**config.mk**
```make
export PLATFORM = sky130hd
export DESIGN_NAME = local_spike_collector
export DESIGN_NICKNAME = d
export VERILOG_FILES = /design/src/rtl/rtr_pkg.sv /design/src/rtl/local_spike_collector_arb.sv /design/src/rtl/local_spike_collector.sv
export SDC_FILE = /design/constraint.sdc
export NUM_CORES = 1
export LEC_CHECK = 0
export BUFFER_PORTS_ARGS = -buffer_cell sky130_fd_sc_hd__buf_2
export CAP_MARGIN = 20
export CORE_ASPECT_RATIO = 0.6
export CORE_MARGIN = 4
export CORE_UTILIZATION = 45
export DETAILED_ROUTE_END_ITERATION = 10
export PLACE_DENSITY = 0.83
export SLEW_MARGIN = 20
export SYNTH_ARGS = -nofsm -noshare
export SYNTH_HDL_FRONTEND = slang
export SYNTH_SLANG_ARGS = --single-unit
```
**constraint.sdc**
```tcl
create_clock -name clk -period 1.9 [get_ports clk]
set_clock_uncertainty 0.05 [all_clocks]
set_input_delay 0.38 -clock clk [delete_from_list [all_inputs] [get_ports clk]]
set_output_delay 0.38 -clock clk [all_outputs]
set_load 0.02 [all_outputs]
```
**src/rtl/rtr_pkg.sv**
```systemverilog
// Shared definitions for the local-delivery path: packet field widths/offsets
// and the source identifier used by the merge arbiter.
package rtr_pkg;

   localparam int TICK_WIDTH  = 4;
   localparam int AXON_WIDTH  = 8;
   localparam int LOCAL_WIDTH = TICK_WIDTH + AXON_WIDTH;
   localparam int CNT_WIDTH   = 16;

   // Local packet layout is {tick, axon}
   localparam int AXON_LSB = 0;
   localparam int TICK_LSB = AXON_WIDTH;

   typedef enum logic {
      SRC_NORTH = 1'b0,
      SRC_SOUTH = 1'b1
   } src_e;

endpackage

```
**src/rtl/local_spike_collector_arb.sv**
```systemverilog
// Two-way round-robin arbiter: North/South request, one-hot grant, and the
// last-grant state that decides ties.
module rr_arbiter2
   import rtr_pkg::*;
(
   input  logic       clk,
   input  logic       rst,
   input  logic [1:0] req,
   input  logic       enable,
   output logic [1:0] gnt
);

   src_e last_q;
   src_e last_d;

   // Grant selection; bit 0 is North, bit 1 is South
   always_comb begin
      gnt    = 2'b00;
      last_d = last_q;
      if (enable) begin
         case (req)
            2'b01:   gnt = 2'b01;
            2'b10:   gnt = 2'b10;
            2'b11:   gnt = (last_q == SRC_SOUTH) ? 2'b01 : 2'b10;
            default: gnt = 2'b00;
         endcase
      end else begin
         gnt = 2'b00;
      end
      if (gnt[0]) begin
         last_d = SRC_NORTH;
      end else if (gnt[1]) begin
         last_d = SRC_SOUTH;
      end else begin
         last_d = last_q;
      end
   end

   // Last-grant state; starts at South so North wins the first tie
   always_ff @(posedge clk or negedge rst) begin
      if (!rst) begin
         last_q <= SRC_SOUTH;
      end else begin
         last_q <= last_d;
      end
   end

endmodule

```
**src/rtl/local_spike_collector.sv**
```systemverilog
// Merges the North and South local-delivery buffers into one registered
// valid/ready stream for the core scheduler, with saturating pop counters.
module local_spike_collector
   import rtr_pkg::*;
#(
   parameter int TICK_WIDTH  = rtr_pkg::TICK_WIDTH,
   parameter int AXON_WIDTH  = rtr_pkg::AXON_WIDTH,
   parameter int LOCAL_WIDTH = TICK_WIDTH + AXON_WIDTH,
   parameter int CNT_WIDTH   = rtr_pkg::CNT_WIDTH
) (
   input  logic                   clk,
   input  logic                   rst,
   input  logic [LOCAL_WIDTH-1:0] din_north,
   input  logic                   empty_north,
   output logic                   ren_north,
   input  logic [LOCAL_WIDTH-1:0] din_south,
   input  logic                   empty_south,
   output logic                   ren_south,
   input  logic                   sched_ready,
   output logic                   sched_valid,
   output logic [TICK_WIDTH-1:0]  sched_tick,
   output logic [AXON_WIDTH-1:0]  sched_axon,
   input  logic                   clr_stats,
   output logic [CNT_WIDTH-1:0]   cnt_north,
   output logic [CNT_WIDTH-1:0]   cnt_south,
   output logic                   busy
);

   localparam logic [CNT_WIDTH-1:0] CNT_MAX = {CNT_WIDTH{1'b1}};
   localparam logic [CNT_WIDTH-1:0] CNT_ONE = {{(CNT_WIDTH-1){1'b0}}, 1'b1};

   logic                   valid_q, valid_d;
   logic [LOCAL_WIDTH-1:0] pkt_q, pkt_d;
   logic [CNT_WIDTH-1:0]   cnt_n_q, cnt_n_d;
   logic [CNT_WIDTH-1:0]   cnt_s_q, cnt_s_d;
   logic                   can_load_s;
   logic [1:0]             gnt_s;

   // Holding rst in the enable keeps both pops low during reset
   assign can_load_s = (~valid_q | sched_ready) & rst;

   rr_arbiter2 u_arb (
      .clk    (clk),
      .rst    (rst),
      .req    ({~empty_south, ~empty_north}),
      .enable (can_load_s),
      .gnt    (gnt_s)
   );

   assign ren_north = gnt_s[0] & rst;
   assign ren_south = gnt_s[1] & rst;

   // Output register next state: reload on grant, else drain on accept
   always_comb begin
      valid_d = valid_q;
      pkt_d   = pkt_q;
      if (gnt_s[0]) begin
         valid_d = 1'b1;
         pkt_d   = din_north;
      end else if (gnt_s[1]) begin
         valid_d = 1'b1;
         pkt_d   = din_south;
      end else if (sched_ready) begin
         valid_d = 1'b0;
      end else begin
         valid_d = valid_q;
      end
   end

   // Saturating delivery counters; clear wins over a same-cycle pop
   always_comb begin
      cnt_n_d = cnt_n_q;
      cnt_s_d = cnt_s_q;
      if (clr_stats) begin
         cnt_n_d = {CNT_WIDTH{1'b0}};
         cnt_s_d = {CNT_WIDTH{1'b0}};
      end else begin
         if (ren_north && (cnt_n_q != CNT_MAX)) begin
            cnt_n_d = cnt_n_q + CNT_ONE;
         end else begin
            cnt_n_d = cnt_n_q;
         end
         if (ren_south && (cnt_s_q != CNT_MAX)) begin
            cnt_s_d = cnt_s_q + CNT_ONE;
         end else begin
            cnt_s_d = cnt_s_q;
         end
      end
   end

   // State registers
   always_ff @(posedge clk or negedge rst) begin
      if (!rst) begin
         valid_q <= 1'b0;
         pkt_q   <= {LOCAL_WIDTH{1'b0}};
         cnt_n_q <= {CNT_WIDTH{1'b0}};
         cnt_s_q <= {CNT_WIDTH{1'b0}};
      end else begin
         valid_q <= valid_d;
         pkt_q   <= pkt_d;
         cnt_n_q <= cnt_n_d;
         cnt_s_q <= cnt_s_d;
      end
   end

   assign sched_valid = valid_q;
   assign sched_tick  = pkt_q[LOCAL_WIDTH-1:AXON_WIDTH];
   assign sched_axon  = pkt_q[AXON_WIDTH-1:0];
   assign cnt_north   = cnt_n_q;
   assign cnt_south   = cnt_s_q;
   assign busy        = valid_q | ~empty_north | ~empty_south;

endmodule

```
Word-level counts from Yosys, hierarchy flattened:

Index checks and enable logic that the tools add are counted.

* reduce and logical (&&, ||, !) cells: 6
* bitwise operators: 9
* add/subtract/negate cells: 2
* equality and inequality tests: 5
* multiplexer cells: 14

Operators by type and width (count)
* two-way mux 16 bit: 4
* adder 16 x 1 -> 16 bit, second input constant: 2
* inequality test 16 bit, second input constant: 2
* two-way mux 12 bit: 2
* case mux 2 bit (3 select lines): 1
* nonzero test 2 bit: 3
* two-way mux 1 bit: 5
* equality test 2 bit, second input constant: 2
* two-way mux 2 bit: 2
* AND 1 bit: 3
* NOT 1 bit: 3
* OR 1 bit: 3
* nonzero test 3 bit: 1
* equality test 2 x 1 -> 1 bit, second input constant: 1
* logical AND 1 bit: 2

* input bits: 30
* output and inout bits: 48
* flip-flop bits (word level): 46

Longest topological paths before layout:

* depth after elaboration: 8
* mapped depth: 7
* mapped depth without buffers: 6

By module:

Synthesis repeated with hierarchy kept, for this count alone.

* cell total of the unflattened synthesis: 249
* area total of the unflattened synthesis: 2454.9 um2

Modules (own cells, without submodules)
* local_spike_collector: area each 2392.3 um2, times used 1, cells each 241, seq. area each 1126.1 um2
* rr_arbiter2: area each 62.6 um2, times used 1, cells each 8, seq. area each 26.3 um2

Least setup slack after synthesis:

OpenSTA, ideal clock, no wires.

* path type: flip-flop to flip-flop
* start: register cnt_s_q[0] (netlist: cnt_south[0])
* end: register cnt_s_q[15] (netlist: cnt_south[15])
* path buffers: 1
* slack: -222 ps
* data arrival time: 1994 ps
* period minus slack after synthesis: 2122 ps
* stages on the path, launching flop included: 8
* path through: dfrtp_1 > ha_1 > nand4_1 > nor3_1 > or4_1 > buf_2 > or3_1 > a21oi_1

* longest elaborated chain between the ends: 3

Ends and longest elaborated chain
* start: declaration: RTL line local_spike_collector.sv:35 `logic [CNT_WIDTH-1:0] cnt_s_q, cnt_s_d;`
* start signal: assignment: RTL line local_spike_collector.sv:97 `cnt_s_q <= {CNT_WIDTH{1'b0}};`
* start signal: assignment: RTL line local_spike_collector.sv:102 `cnt_s_q <= cnt_s_d;`
* adder 16 x 1 -> 16 bit / inequality test 16 bit (equally long branches): RTL line local_spike_collector.sv:84, local_spike_collector.sv:83
* two-way mux 16 bit / logical AND 1 bit (equally long branches): RTL line local_spike_collector.sv:83 `if (ren_south && (cnt_s_q != CNT_MAX)) begin`
* two-way mux 16 bit / nonzero test 2 bit (equally long branches)

Several ways; a longest one is shown, not always the timed one. The select of a mux whose other input is x is not followed.
A chain may end at the register's enable or synchronous reset.

Worst setup path in the final report:

* start: register cnt_s_q[1] (netlist: cnt_south[1])
* end: register cnt_s_q[13] (netlist: cnt_south[13])

Same word-level chain as after synthesis.

==> impl_metrics.tcl <==
set metrics [dict create \
    max-cap-violations 0 \
    clk_latency_ns 0.30 \
    port_buffers 77 \
    synth_commonest_cells "dfrtp_1 (45), nor2_1 (29), xnor2_1 (22)" \
    slowest_delay_ns 0.48 \
    die_area_sq_um 6510 \
    vias 2335 \
    switchingPower_w 0.000633 \
    grt_pass1_vias 2227 \
    period_share_pct 99.4 \
    power_density_nw_per_um2 617 \
    critical_path.startpoint_type "flip-flop" \
    cts_sinks 46 \
    cts_buffer_depth 2 \
    synth_edf_count 0 \
    worst_ep_required_time_ns 2.09 \
    syn_nets 275 \
    postLayoutCellArea_sq_um 3410 \
    grt.overflow.total 0 \
    rows 20 \
    placed_area_sq_um 3140 \
    slew_headroom_pct 71.0 \
    yosysUniqueCellTypes 38 \
    htreeDepth 2 \
    reg2reg_from "cnt_south[1]$_DFFE_PN0P_" \
    antennaDiodeCount 0 \
    netlist_area_sq_um 2360 \
    maxSlewViolCount 0 \
    route.detailed.drc 0 \
    synth_most_common_cell "dfrtp_1" \
    fmax_mhz 530 \
    routed_wl_mm 6.96 \
    finalCriticalPeriod_ns 1.89 \
    n_fill_cell 386 \
    rr_worst_depth 6 \
    cts_tree "done" \
    final-setup-viol-count 0 \
    globalplace.congestion 0.848 \
    async_reset_ff_share_pct 100 \
    numCtsBuffers 5 \
    die_h_um 64.1 \
    antenna_left 0 \
    area_growth_syn_to_layout_pct 44.4 \
    finalHoldViolations 0 \
    wl_per_cell_um 16.1 \
    cts.reportedPaths.clkPinSlew_ns 0.09 \
    worstPathMaxFanout 7 \
    ys_ff_latch 46 \
    cellLeakagePower_nw 1.67 \
    antenna_found_initial 0 \
    nets 398 \
    critPathKind "flip-flop to flip-flop" \
    die_width_um 102 \
    vdd_drop_max_uv 365 \
    dp_hpwl_mm 5.19 \
    initial_core_util_pct 46.7 \
    ys.flop_type "dfrtp_1" \
    min_path_type "primary input to asynchronous set/reset pin" \
    hold_buffers 0 \
    synth_warnings 0 \
    p_clk_share_pct 28.7 \
    synth_top_area_cell "dfrtp_1" \
    reg2reg_to "cnt_south[13]$_DFFE_PN0P_" \
    syn_area_per_cell_sq_um 9.72 \
    yosysTopAreaCellShare_pct 47.7 \
    dr.pass1.iters 4 \
    p_seq_share_pct 51.5 \
    status "complete, no violations" \
    swShare_pct 30.1 \
    fin_hold_ws_ns 0.155 \
    vias_per_cell 5.39 \
    drive_gt1_share_pct 46.6 \
    initialDrtViolationCount 242 \
    path_cells "ha_4 > nand4_1 > nor3_1 > or4_4 > or3_4 > a21oi_2" \
    r2r_slack_ns 0.01 \
    grt_max_degree 36 \
    synth_area_leaders "dfrtp_1 (48%), xnor2_1 (8.2%), nor2_1 (4.6%)" \
    final_util_pct 67.4 \
    core-area_sq_um 5050 \
    syn_inst 243 \
    slowest_stage "or4_4" \
    worstSetupEndpointType "flip-flop" \
    comb_power_share_pct 19.8 \
    rsz0062_at_grt "yes" \
    cp.arrival_ns 2.08 \
    synth_seq_area_share_pct 48.8 \
    p_int_w 0.00147 \
    grt.total_usage_pct 21.5 \
    ios 78 \
    root_buffer "clkbuf_8" \
    grt_first_pass_wirelength_mm 10.9 \
    tightest_slew_ns 0.436 \
]
cells in the final DEF (no fill, tap or decap), types with 6 or more instances in the layout:
master	instances
a21oi_1	10
buf_2	76
buf_4	48
dfrtp_1	37
dfrtp_2	8
inv_1	6
mux2i_1	10
nand2_1	20
nand3_1	10
nand4_1	7
nor2_1	28
o21ai_0	14
xnor2_1	22
cells by family after synthesis:
kind of cell / Yosys count / share of synthesized area [%]
multiplexers: 12 / 5.19
flip-flops: 46 / 48.8
AND/OR/NAND/NOR: 103 / 23.4
buffers and inverters: 19 / 3.23
adder cells (fa/ha/maj): 2 / 1.06
AO/OA/AOI/OAI: 39 / 10.1
XOR/XNOR: 22 / 8.16
power by group through the flow:
stage	Combinational (W)	Clock, W	Sequential (W)
floorplan	0.000135	0	0.00118
global placement	0.000372	0	0.00110
detailed placement	0.000381	0	0.00111
CTS	0.000401	0.000613	0.00109
global route	0.000455	0.000661	0.00109
finish	0.000416	0.000604	0.00108
sequential cells by signal, summed over array words and instances (netlist names):
signal / flops
u_arb.last_q: 1
pkt_q: 12
cnt_south: 16
cnt_north: 16
sched_valid: 1
worst max-delay path: cells and delay by family, from the launching register on:
kind / cells / cell delay [ns]
AOI/OAI and AO/OA: 1 / 0.14
adders and majority gates: 1 / 0.17
DFF: 1 / 0.44
and+or+nand+nor: 4 / 1.02
per-stage QoR:
step,setup WS [ns],power (W),std cells,TNS [ns]
6_report,0.0119,0.00210,433,0
5_1_grt,-0.0290,0.00221,433,-0.0421
4_1_cts,0.00439,0.00210,428,0
3_5_place_dp,-0.130,0.00149,416,-0.374
3_3_place_gp,-0.0370,0.00147,416,-0.0481
2_1_floorplan,-0.0237,0.00131,243,-0.0237
cell type report:
cell class	instances	area (sq um)	area share, %
Sequential cell	46	1160	34.1
Clock inverter	3	18.8	0.551
Clock buffer	5	68.8	2.02
Multi-Input combinational cell	178	1250	36.8
Inverter	7	28.8	0.844
Timing Repair Buffer	128	793	23.3
Tap cell	66	82.6	2.42
per-layer routing:
layer  track usage, %  vias up  share of wire (%)
met5                0        -                  0
met4             5.64        0               0.91
met3             6.00        8                 10
met2             30.7      107                 42
met1             32.0     1118                 47
li1                 -     1102                  -
how the worst max path moves through the flow:
stage / endpoint / cells after the start / from
after floorplan: cnt_south[13]$_DFFE_PN0P_ / 6 / cnt_south[2]$_DFFE_PN0P_
after global placement: cnt_south[13]$_DFFE_PN0P_ / 6 / empty_north
after detailed placement: cnt_south[13]$_DFFE_PN0P_ / 6 / empty_north
after CTS: cnt_south[13]$_DFFE_PN0P_ / 6 / cnt_south[0]$_DFFE_PN0P_
after global routing: cnt_south[13]$_DFFE_PN0P_ / 6 / cnt_south[1]$_DFFE_PN0P_
final: cnt_south[13]$_DFFE_PN0P_ / 6 / cnt_south[1]$_DFFE_PN0P_
what timing repair did:
| item | in CTS | in global routing |
|---|---|---|
| buffers inserted | 4 | 5 |
| pin swaps | 2 | 11 |
| endpoints found under the setup margin | 5 | 16 |
| gates resized for setup | 13 | 14 |
| hold endpoints to repair | 0 | 0 |
No activity file was read; power rests on OpenSTA's default activity.
